$ cat src/rtl/game_frame_ctrl.sv
// game_frame_ctrl
//   Per-frame sequencer for the player datapath. Each game frame goes
//   REG -> COLLIDE -> APPLY -> DRAW_MAP -> DRAW_CHAR -> IDLE. An internal
//   frame-tick counter sets the pace. The block also picks which renderer
//   owns the VGA port.
//
//   Optional feature: define CTRL_TIMEOUT_EN to add a watchdog on the three
//   wait states. TIMEOUT_CYCLES is declared only in that build. With the macro
//   undefined, wait states block indefinitely and timeout_err is tied to 0.
//
// Parameters
//   FRAME_CYCLES    clock cycles per game frame (>= 2)
//   TIMEOUT_CYCLES  max cycles in any wait state (CTRL_TIMEOUT_EN only)
// Ports
//   clock, resetn         clock (rising edge), asynchronous active-low reset
//   enable                game running; 0 returns to INIT (acted on in IDLE only)
//   collision_done        level, sampled in COLLIDE only
//   map_draw_done         level, sampled in DRAW_MAP only
//   char_draw_done        level, sampled in DRAW_CHAR only
//   init .. draw_char     one-hot state strobes
//   vga_sel               0 = map renderer owns VGA, 1 = character renderer
//   frame_num             completed-frame counter (wraps)
//   frame_overrun         sticky: a tick arrived outside IDLE
//   timeout_err           one-cycle pulse on a watchdog abort
//   state_dbg             raw state register, for checkers
//
// Done inputs use level semantics. There is no valid/ready pair. Each done is
// a level that the FSM samples only in its matching wait state, and a done
// that is already high on entry ends that state after a single cycle.
module game_frame_ctrl #(
  parameter int FRAME_CYCLES = 833333
`ifdef CTRL_TIMEOUT_EN
  , parameter int TIMEOUT_CYCLES = 65535
`endif
) (
  input  logic        clock,
  input  logic        resetn,
  input  logic        enable,
  input  logic        collision_done,
  input  logic        map_draw_done,
  input  logic        char_draw_done,
  output logic        init,
  output logic        idle,
  output logic        reg_action,
  output logic        check_collision,
  output logic        apply_action,
  output logic        draw_map,
  output logic        draw_char,
  output logic        vga_sel,
  output logic [15:0] frame_num,
  output logic        frame_overrun,
  output logic        timeout_err,
  output logic [2:0]  state_dbg
);

  localparam int CW = (FRAME_CYCLES > 2) ? $clog2(FRAME_CYCLES) : 1;
  localparam logic [CW-1:0] RELOAD = CW'(FRAME_CYCLES - 1);

  typedef enum logic [2:0] {
    S_INIT      = 3'd0,
    S_IDLE      = 3'd1,
    S_REG       = 3'd2,
    S_COLLIDE   = 3'd3,
    S_APPLY     = 3'd4,
    S_DRAW_MAP  = 3'd5,
    S_DRAW_CHAR = 3'd6
  } state_t;

  state_t          state, state_nxt;
  logic [CW-1:0]   tick_cnt;
  logic            tick;
  logic            tick_pending;
  logic            in_wait;
  logic            done_match;
  logic            timeout_hit;

  // The counter is frozen in INIT, so the first frame after enable starts a
  // full FRAME_CYCLES after leaving INIT.
  assign tick    = (state != S_INIT) && (tick_cnt == '0);
  assign in_wait = (state == S_COLLIDE) || (state == S_DRAW_MAP) || (state == S_DRAW_CHAR);

  always_comb begin
    done_match = 1'b0;
    case (state)
      S_COLLIDE:   done_match = collision_done;
      S_DRAW_MAP:  done_match = map_draw_done;
      S_DRAW_CHAR: done_match = char_draw_done;
      default:     done_match = 1'b0;
    endcase
  end

`ifdef CTRL_TIMEOUT_EN
  logic [15:0] wait_cnt;

  // wait_cnt counts cycles already spent in the current wait state. It is 0
  // in the entry cycle, so the abort fires at the end of cycle TIMEOUT_CYCLES.
  assign timeout_hit = in_wait && !done_match && (wait_cnt == 16'(TIMEOUT_CYCLES - 1));

  always_ff @(posedge clock or negedge resetn) begin
    if (!resetn) begin
      wait_cnt    <= '0;
      timeout_err <= 1'b0;
    end else begin
      timeout_err <= timeout_hit;
      if (!in_wait || (state_nxt != state)) wait_cnt <= '0;
      else                                  wait_cnt <= wait_cnt + 16'd1;
    end
  end
`else
  assign timeout_hit = 1'b0;
  assign timeout_err = 1'b0;
`endif

  // State register
  always_ff @(posedge clock or negedge resetn) begin
    if (!resetn) state <= S_INIT;
    else         state <= state_nxt;
  end

  // Next-state logic
  always_comb begin
    state_nxt = state;
    case (state)
      S_INIT:      if (enable) state_nxt = S_IDLE;
      S_IDLE: begin
        if (!enable)                   state_nxt = S_INIT;
        else if (tick || tick_pending) state_nxt = S_REG;
      end
      S_REG:       state_nxt = S_COLLIDE;
      S_COLLIDE: begin
        if (done_match)       state_nxt = S_APPLY;
        else if (timeout_hit) state_nxt = S_IDLE;
      end
      S_APPLY:     state_nxt = S_DRAW_MAP;
      S_DRAW_MAP: begin
        if (done_match)       state_nxt = S_DRAW_CHAR;
        else if (timeout_hit) state_nxt = S_IDLE;
      end
      S_DRAW_CHAR: if (done_match || timeout_hit) state_nxt = S_IDLE;
      default:     state_nxt = S_INIT;
    endcase
  end

  // Output decode
  always_comb begin
    init            = (state == S_INIT);
    idle            = (state == S_IDLE);
    reg_action      = (state == S_REG);
    check_collision = (state == S_COLLIDE);
    apply_action    = (state == S_APPLY);
    draw_map        = (state == S_DRAW_MAP);
    draw_char       = (state == S_DRAW_CHAR);
    vga_sel         = (state == S_DRAW_CHAR);
    state_dbg       = state;
  end

  // Frame pacing and bookkeeping
  always_ff @(posedge clock or negedge resetn) begin
    if (!resetn) begin
      tick_cnt      <= RELOAD;
      tick_pending  <= 1'b0;
      frame_overrun <= 1'b0;
      frame_num     <= '0;
    end else begin
      if (state == S_INIT || tick_cnt == '0) tick_cnt <= RELOAD;
      else                                   tick_cnt <= tick_cnt - 1'b1;

      // Any number of missed ticks collapses into a single pending frame.
      if (state_nxt == S_INIT) begin
        tick_pending  <= 1'b0;
        frame_overrun <= 1'b0;
      end else if (tick && state != S_IDLE) begin
        tick_pending  <= 1'b1;
        frame_overrun <= 1'b1;
      end else if (state == S_IDLE && state_nxt == S_REG) begin
        tick_pending  <= 1'b0;
      end

      if (state == S_DRAW_CHAR && char_draw_done) frame_num <= frame_num + 16'd1;
    end
  end

endmodule

$ cat config.mk
export PLATFORM = sky130hd
export DESIGN_NAME = game_frame_ctrl
export DESIGN_NICKNAME = d
export VERILOG_FILES = /design/src/rtl/game_frame_ctrl.sv
export SDC_FILE = /design/constraint.sdc
export NUM_CORES = 1
export LEC_CHECK = 0
export ABC_AREA = 1
export BUFFER_PORTS_ARGS = -buffer_cell sky130_fd_sc_hd__buf_2
export CAP_MARGIN = 20
export CORE_ASPECT_RATIO = 0.6
export CORE_UTILIZATION = 48
export DETAILED_ROUTE_END_ITERATION = 7
export HOLD_SLACK_MARGIN = 0.1
export PLACE_DENSITY = 0.7
export SLEW_MARGIN = 10
export SYNTH_ARGS = -nofsm -noshare
export SYNTH_HDL_FRONTEND = slang
export SYNTH_SLANG_ARGS = --single-unit
$ cat constraint.sdc
create_clock -name clock -period 3.55 [get_ports clock]
set_clock_uncertainty 0.05 [all_clocks]
set_input_delay 0.355 -clock clock [delete_from_list [all_inputs] [get_ports clock]]
set_output_delay 0.355 -clock clock [all_outputs]
set_load 0.005 [all_outputs]
# Word level (Yosys, flattened, before mapping)
# Cells that the tools add are included.
[classes] n_addsub=2 eq_ne=8 muxes=14 n_reduce_logical=12
[op_table] cell="$pmux W3 S7" n=1
[op_table] cell="$logic_not A20 Y1" n=1
[op_table] cell="$mux W20" n=1
[op_table] cell="$sub A20 B1 Y20 const B" n=1
[op_table] cell="$mux W3" n=6
[op_table] cell="$add A16 B1 Y16 const B" n=1
[op_table] cell="$eq A3 B2 Y1 const B" n=3
[op_table] cell="$eq A3 B3 Y1 const B" n=3
[op_table] cell="$logic_not A3 Y1" n=2
[op_table] cell="$reduce_bool A3 Y1" n=2
[op_table] cell="$mux W1" n=5
[op_table] cell="$logic_and A1 B1 Y1" n=4
[op_table] cell="$eq A3 B1 Y1 const B" n=1
[op_table] cell="$ne A3 B1 Y1 const B" n=1
[op_table] cell="$pmux W1 S3" n=1
[op_table] cell="$logic_or A1 B1 Y1" n=2
[op_table] cell="$reduce_bool A2 Y1" n=1
[word_totals] ff_bits=41 out_inout_bits=29 wordCells=41

# Longest topological paths before layout
[depth] depth_word=11 depth_mapped=11 depth_no_buf=10

# Least setup slack after synthesis
# No wires, ideal clock.
[synth_path] kind="reg-to-reg" startpoint="register tick_cnt[0]" endpoint="register tick_cnt[12]" setup_ps=60 arrival_ps=1463 t_required_ps=3440 path_slack_ps=1977 path_stages_with_launch=10 path_buffers=0 period_less_slack_ps=1573 path_cell_list="dfrtp_1 inv_1 ha_1 nand2_1 nor2_4 nand2_1 or2_2 nor3_1 nor2_1 nand2_1"
[synth_between] elab_chain_len=3 word_cells_on_any_way=4 cone_classes="add/sub: 1; mux: 1; reduce/logical: 2"
[synth_lines] item="start: declaration" line_no="70" rtl="logic [CW-1:0] tick_cnt;"
[synth_lines] item="start signal: assignment" line_no="166" rtl="else tick_cnt <= tick_cnt - 1'b1;"
[synth_lines] item="parallel branches: the longest is 2 deep, another holds $sub A20 B1 Y20"
[synth_lines] item="$mux W20 *" line_no="165" rtl="if (state == S_INIT || tick_cnt == '0) tick_cnt <= RELOAD;"
# Mark *: on every way between the ends.
# A chain may end at the register's enable or synchronous reset.

# Worst setup path after layout
[layout_path] startpoint="register tick_cnt[0]" endpoint="register tick_cnt[17]"
# Same word-level chain as after synthesis.

==> impl_metrics.yaml <==
hold_path:
  min_path_type: "primary input to asynchronous set/reset pin"
placement:
  io_buffers: 33
  place.gp.congestion: 0.844
  place_hpwl_mm: 3.00
  post-place-ws_ns: 1.55
  place_inst: 338
yosys:
  synth_cell_type_count: 29
  yosysTopAreaCell: "dfrtp_1"
  avgSynthCellArea_sq_um: 8.55
  syn_nets: 258
  syn-instance-count: 250
  synth_area_sq_um: 2140
  synth_area_leaders: "dfrtp_1 (35%), dfstp_2 (14%), nand2_1 (9.8%), nor2_1 (7.4%), xor2_1 (4.5%)"
  ys_seq_area_share_pct: 48.7
  synth.top_cell.area_share_pct: 35.1
  yosysWarningCount: 0
  synth_seq_cells: 41
floorplanning:
  die_w_um: 88.1
  initial_core_util_pct: 51.0
  row_count: 18
  dieHeight_um: 53.7
  dieArea_sq_um: 4730
  ios: 35
  core_sq_um: 4190
critical_path:
  reg2reg_slack_ns: 1.52
  rr_worst_depth: 9
  critical_path_class: "flop to flop"
  critPathTopFamily: "simple AND/OR/NAND/NOR gates"
  critPathCaptureType: "flop"
  cp-start-kind: "flop"
  cp_data_required_time_ns: 3.69
  r2r_start: "tick_cnt[0]$_DFF_PN0_"
  crit_buf_inv: 2
  cpPeakStageDelay_ns: 0.40
  r2r-end: "tick_cnt[17]$_DFF_PN0_"
  crit_fanout: 13
  crit_chain: "inv_1, ha_1, nand2_1, nor2_4, nand3_1, nand2_1, inv_1, o21ai_0, a21oi_1"
  crit_arrival_ns: 2.17
  crit_slowest_cell: "dfrtp_1"
cells_and_area:
  diodes: 0
  fillerInstances: 418
  drive_gt1_share_pct: 22.7
  final_cells: 346
  multi_input_area_sq_um: 967
  nets: 293
  regArea_sq_um: 1040
  area_growth_syn_to_layout_pct: 13.6
power_and_ir_drop:
  power.leakage_nw: 1.32
  vdd_drop_max_v: 0.000342
  total_power_mw: 1.37
  p_per_area_nw_per_um2: 564
sta:
  finalCritPeriodShare_pct: 57.2
  tns_ns: 0
  min_period_ns: 2.03
  max_freq_ghz: 0.493
  slew_headroom_pct: 41.5
  tightest_slew_ns: 0.877
  setup_viol: 0
  slew_viol_final: 0
  grt_setup_unrepaired: "false"
  hold_viol_final: 0
  layout_setup_ws_ns: 1.52
route:
  vias: 1660
  dr.first_iter.drc_count: 74
  dr.pass1.iters: 4
  drc: 0
  ant_nets: 0
  via_per_inst: 4.80
  drt-wirelength-per-cell_um: 11.7
  routed_wl_mm: 4.05
flow_run:
  cap_violations: 0
global_route:
  antenna_found_initial: 0
  grt_util_all_layers_pct: 19.6
  grt_pass1_wl_mm: 6.79
  grt_use_met3_pct: 5.21
  use_met1_pct: 30.8
  gr-total-overflow: 0
  grt_pass1_vias: 1413
  gr-max-usage-layer: "met1"
  grt_start_max_net_pins: 42
  grt_use_met2_pct: 24.7
clocking:
  clkTransAtPathRegs_ns: 0.09
  h-tree-depth: 2
  ctsResizeCount: 0
  postCtsHoldBufs: 0
  cts_setup_buffers: 0
  clk_path_buf_depth: 2
  cts-root-buf: "clkbuf_8"
  clkSinkCount: 41
  cts_tree: "yes"
  cts_buffers: 5
  clock_latency_ns: 0.30
run_status:
  status: "completed"
[worst reg2reg max path, cell delays in order (launching register included)]
cell     delay [ns]
dfrtp_1        0.40
inv_1          0.06
ha_1           0.17
nand2_1        0.13
nor2_4         0.18
nand3_1        0.09
nand2_1        0.36
inv_1          0.27
o21ai_0        0.14
a21oi_1        0.06
[power by group]
part	switching [mW]	total [mW]	internal, mW
combinational	0.252	0.419	0.167
sequential	0.0982	0.646	0.548
clock	0.169	0.304	0.136
total	0.519	1.37	0.851
[cells in the final DEF (no fill, tap or decap)]
| master | Yosys | routed |
|---|---|---|
| xnor2_1 | 10 | 10 |
| inv_1 | 25 | 25 |
| nand2_4 | 2 | 2 |
| nand3_1 | 12 | 12 |
| nor3_4 | 1 | 1 |
| nor2_1 | 42 | 42 |
| a21o_1 | 1 | 1 |
| nand3b_1 | 2 | 2 |
| dfrtp_1 | 30 | 30 |
| ha_1 | 2 | 2 |
| clkinvlp_4 | 0 | 1 |
| nand4_1 | 2 | 2 |
| nand3b_4 | 1 | 1 |
| clkbuf_8 | 0 | 5 |
| o21ai_0 | 9 | 9 |
| dfstp_2 | 11 | 11 |
| conb_1 | 1 | 1 |
| nor3_1 | 10 | 10 |
| a21boi_0 | 1 | 1 |
| nor2_4 | 2 | 2 |
| clkinv_2 | 0 | 2 |
| a21oi_1 | 6 | 6 |
| nand2_1 | 56 | 56 |
| nor2_8 | 2 | 2 |
| buf_2 | 2 | 33 |
| or2_2 | 3 | 3 |
| nand2_2 | 1 | 1 |
| and3_1 | 1 | 1 |
| nor2_2 | 1 | 1 |
| xor2_1 | 11 | 11 |
[synthesized netlist by cell type]
cell type,count
nor2_8,2
nand2_4,2
nor2_1,42
buf_4,2
nand2_2,1
nor3_4,1
nor2_4,2
or2_2,3
a21oi_1,6
nor3_1,10
buf_2,2
a21boi_0,1
conb_1,1
nand3b_1,2
dfrtp_1,30
nand2_1,56
inv_1,25
xor2_1,11
o21ai_0,9
nand3_1,12
a21o_1,1
nor2_2,1
xnor2_1,10
buf_6,1
nand4_1,2
dfstp_2,11
and3_1,1
nand3b_4,1
ha_1,2
[stage by stage]
step	hold WS (ns)	util, %	instance area [sq um]
5_1_grt	0.193	57.9	2430
3_3_place_gp	0.392	55.9	2340
3_5_place_dp	0.408	55.9	2340
6_report	0.115	57.9	2430
4_1_cts	0.154	57.9	2430
2_1_floorplan	0.00941	-	2140
[layout make-up]
class                      count  share of cell area, %
sequential                    41                   42.8
multi-input combinational    179                   39.8
timing repair buffer          33                   6.80
inverter                      25                   3.87
tap                           60                   3.09
clock buffer                   5                   2.84
clock inverter                 3                  0.722
[routing by layer]
metal	share of wire [%]	up-vias	routed length (um)
li1	-	848	-
met1	55	758	2230
met2	38	48	1520
met3	5.7	6	230
met4	1.4	0	58
met5	0	-	0
[registers in the layout, summed over array words and instances, names as in the netlist]
register / count
tick_pending: 1
state_dbg: 3
frame_num: 16
frame_overrun: 1
tick_cnt: 20
[cells by family after synthesis]
logic type	count (synthesis)	synth area share, %
AND/OR/NAND/NOR	138	31.1
flip-flops	41	48.7
buffers and inverters	30	6.09
XOR/XNOR	21	8.61
AO/OA/AOI/OAI	17	4.22
adder cells (fa/ha/maj)	2	1.17
other	1	0.175
[worst max-delay path by stage]
stage | depth (start not counted) | from | end
detailed placement | 9 | tick_cnt[0]$_DFF_PN0_ | tick_cnt[9]$_DFF_PN1_
floorplan | 9 | tick_cnt[0]$_DFF_PN0_ | tick_cnt[12]$_DFF_PN1_
finish | 9 | tick_cnt[0]$_DFF_PN0_ | tick_cnt[17]$_DFF_PN0_
global placement | 9 | tick_cnt[0]$_DFF_PN0_ | tick_cnt[17]$_DFF_PN0_
CTS | 9 | tick_cnt[0]$_DFF_PN0_ | tick_cnt[17]$_DFF_PN0_
global route | 8 | tick_cnt[11]$_DFF_PN0_ | tick_cnt[17]$_DFF_PN0_
Note: power is estimated with default switching activity, not from simulation.
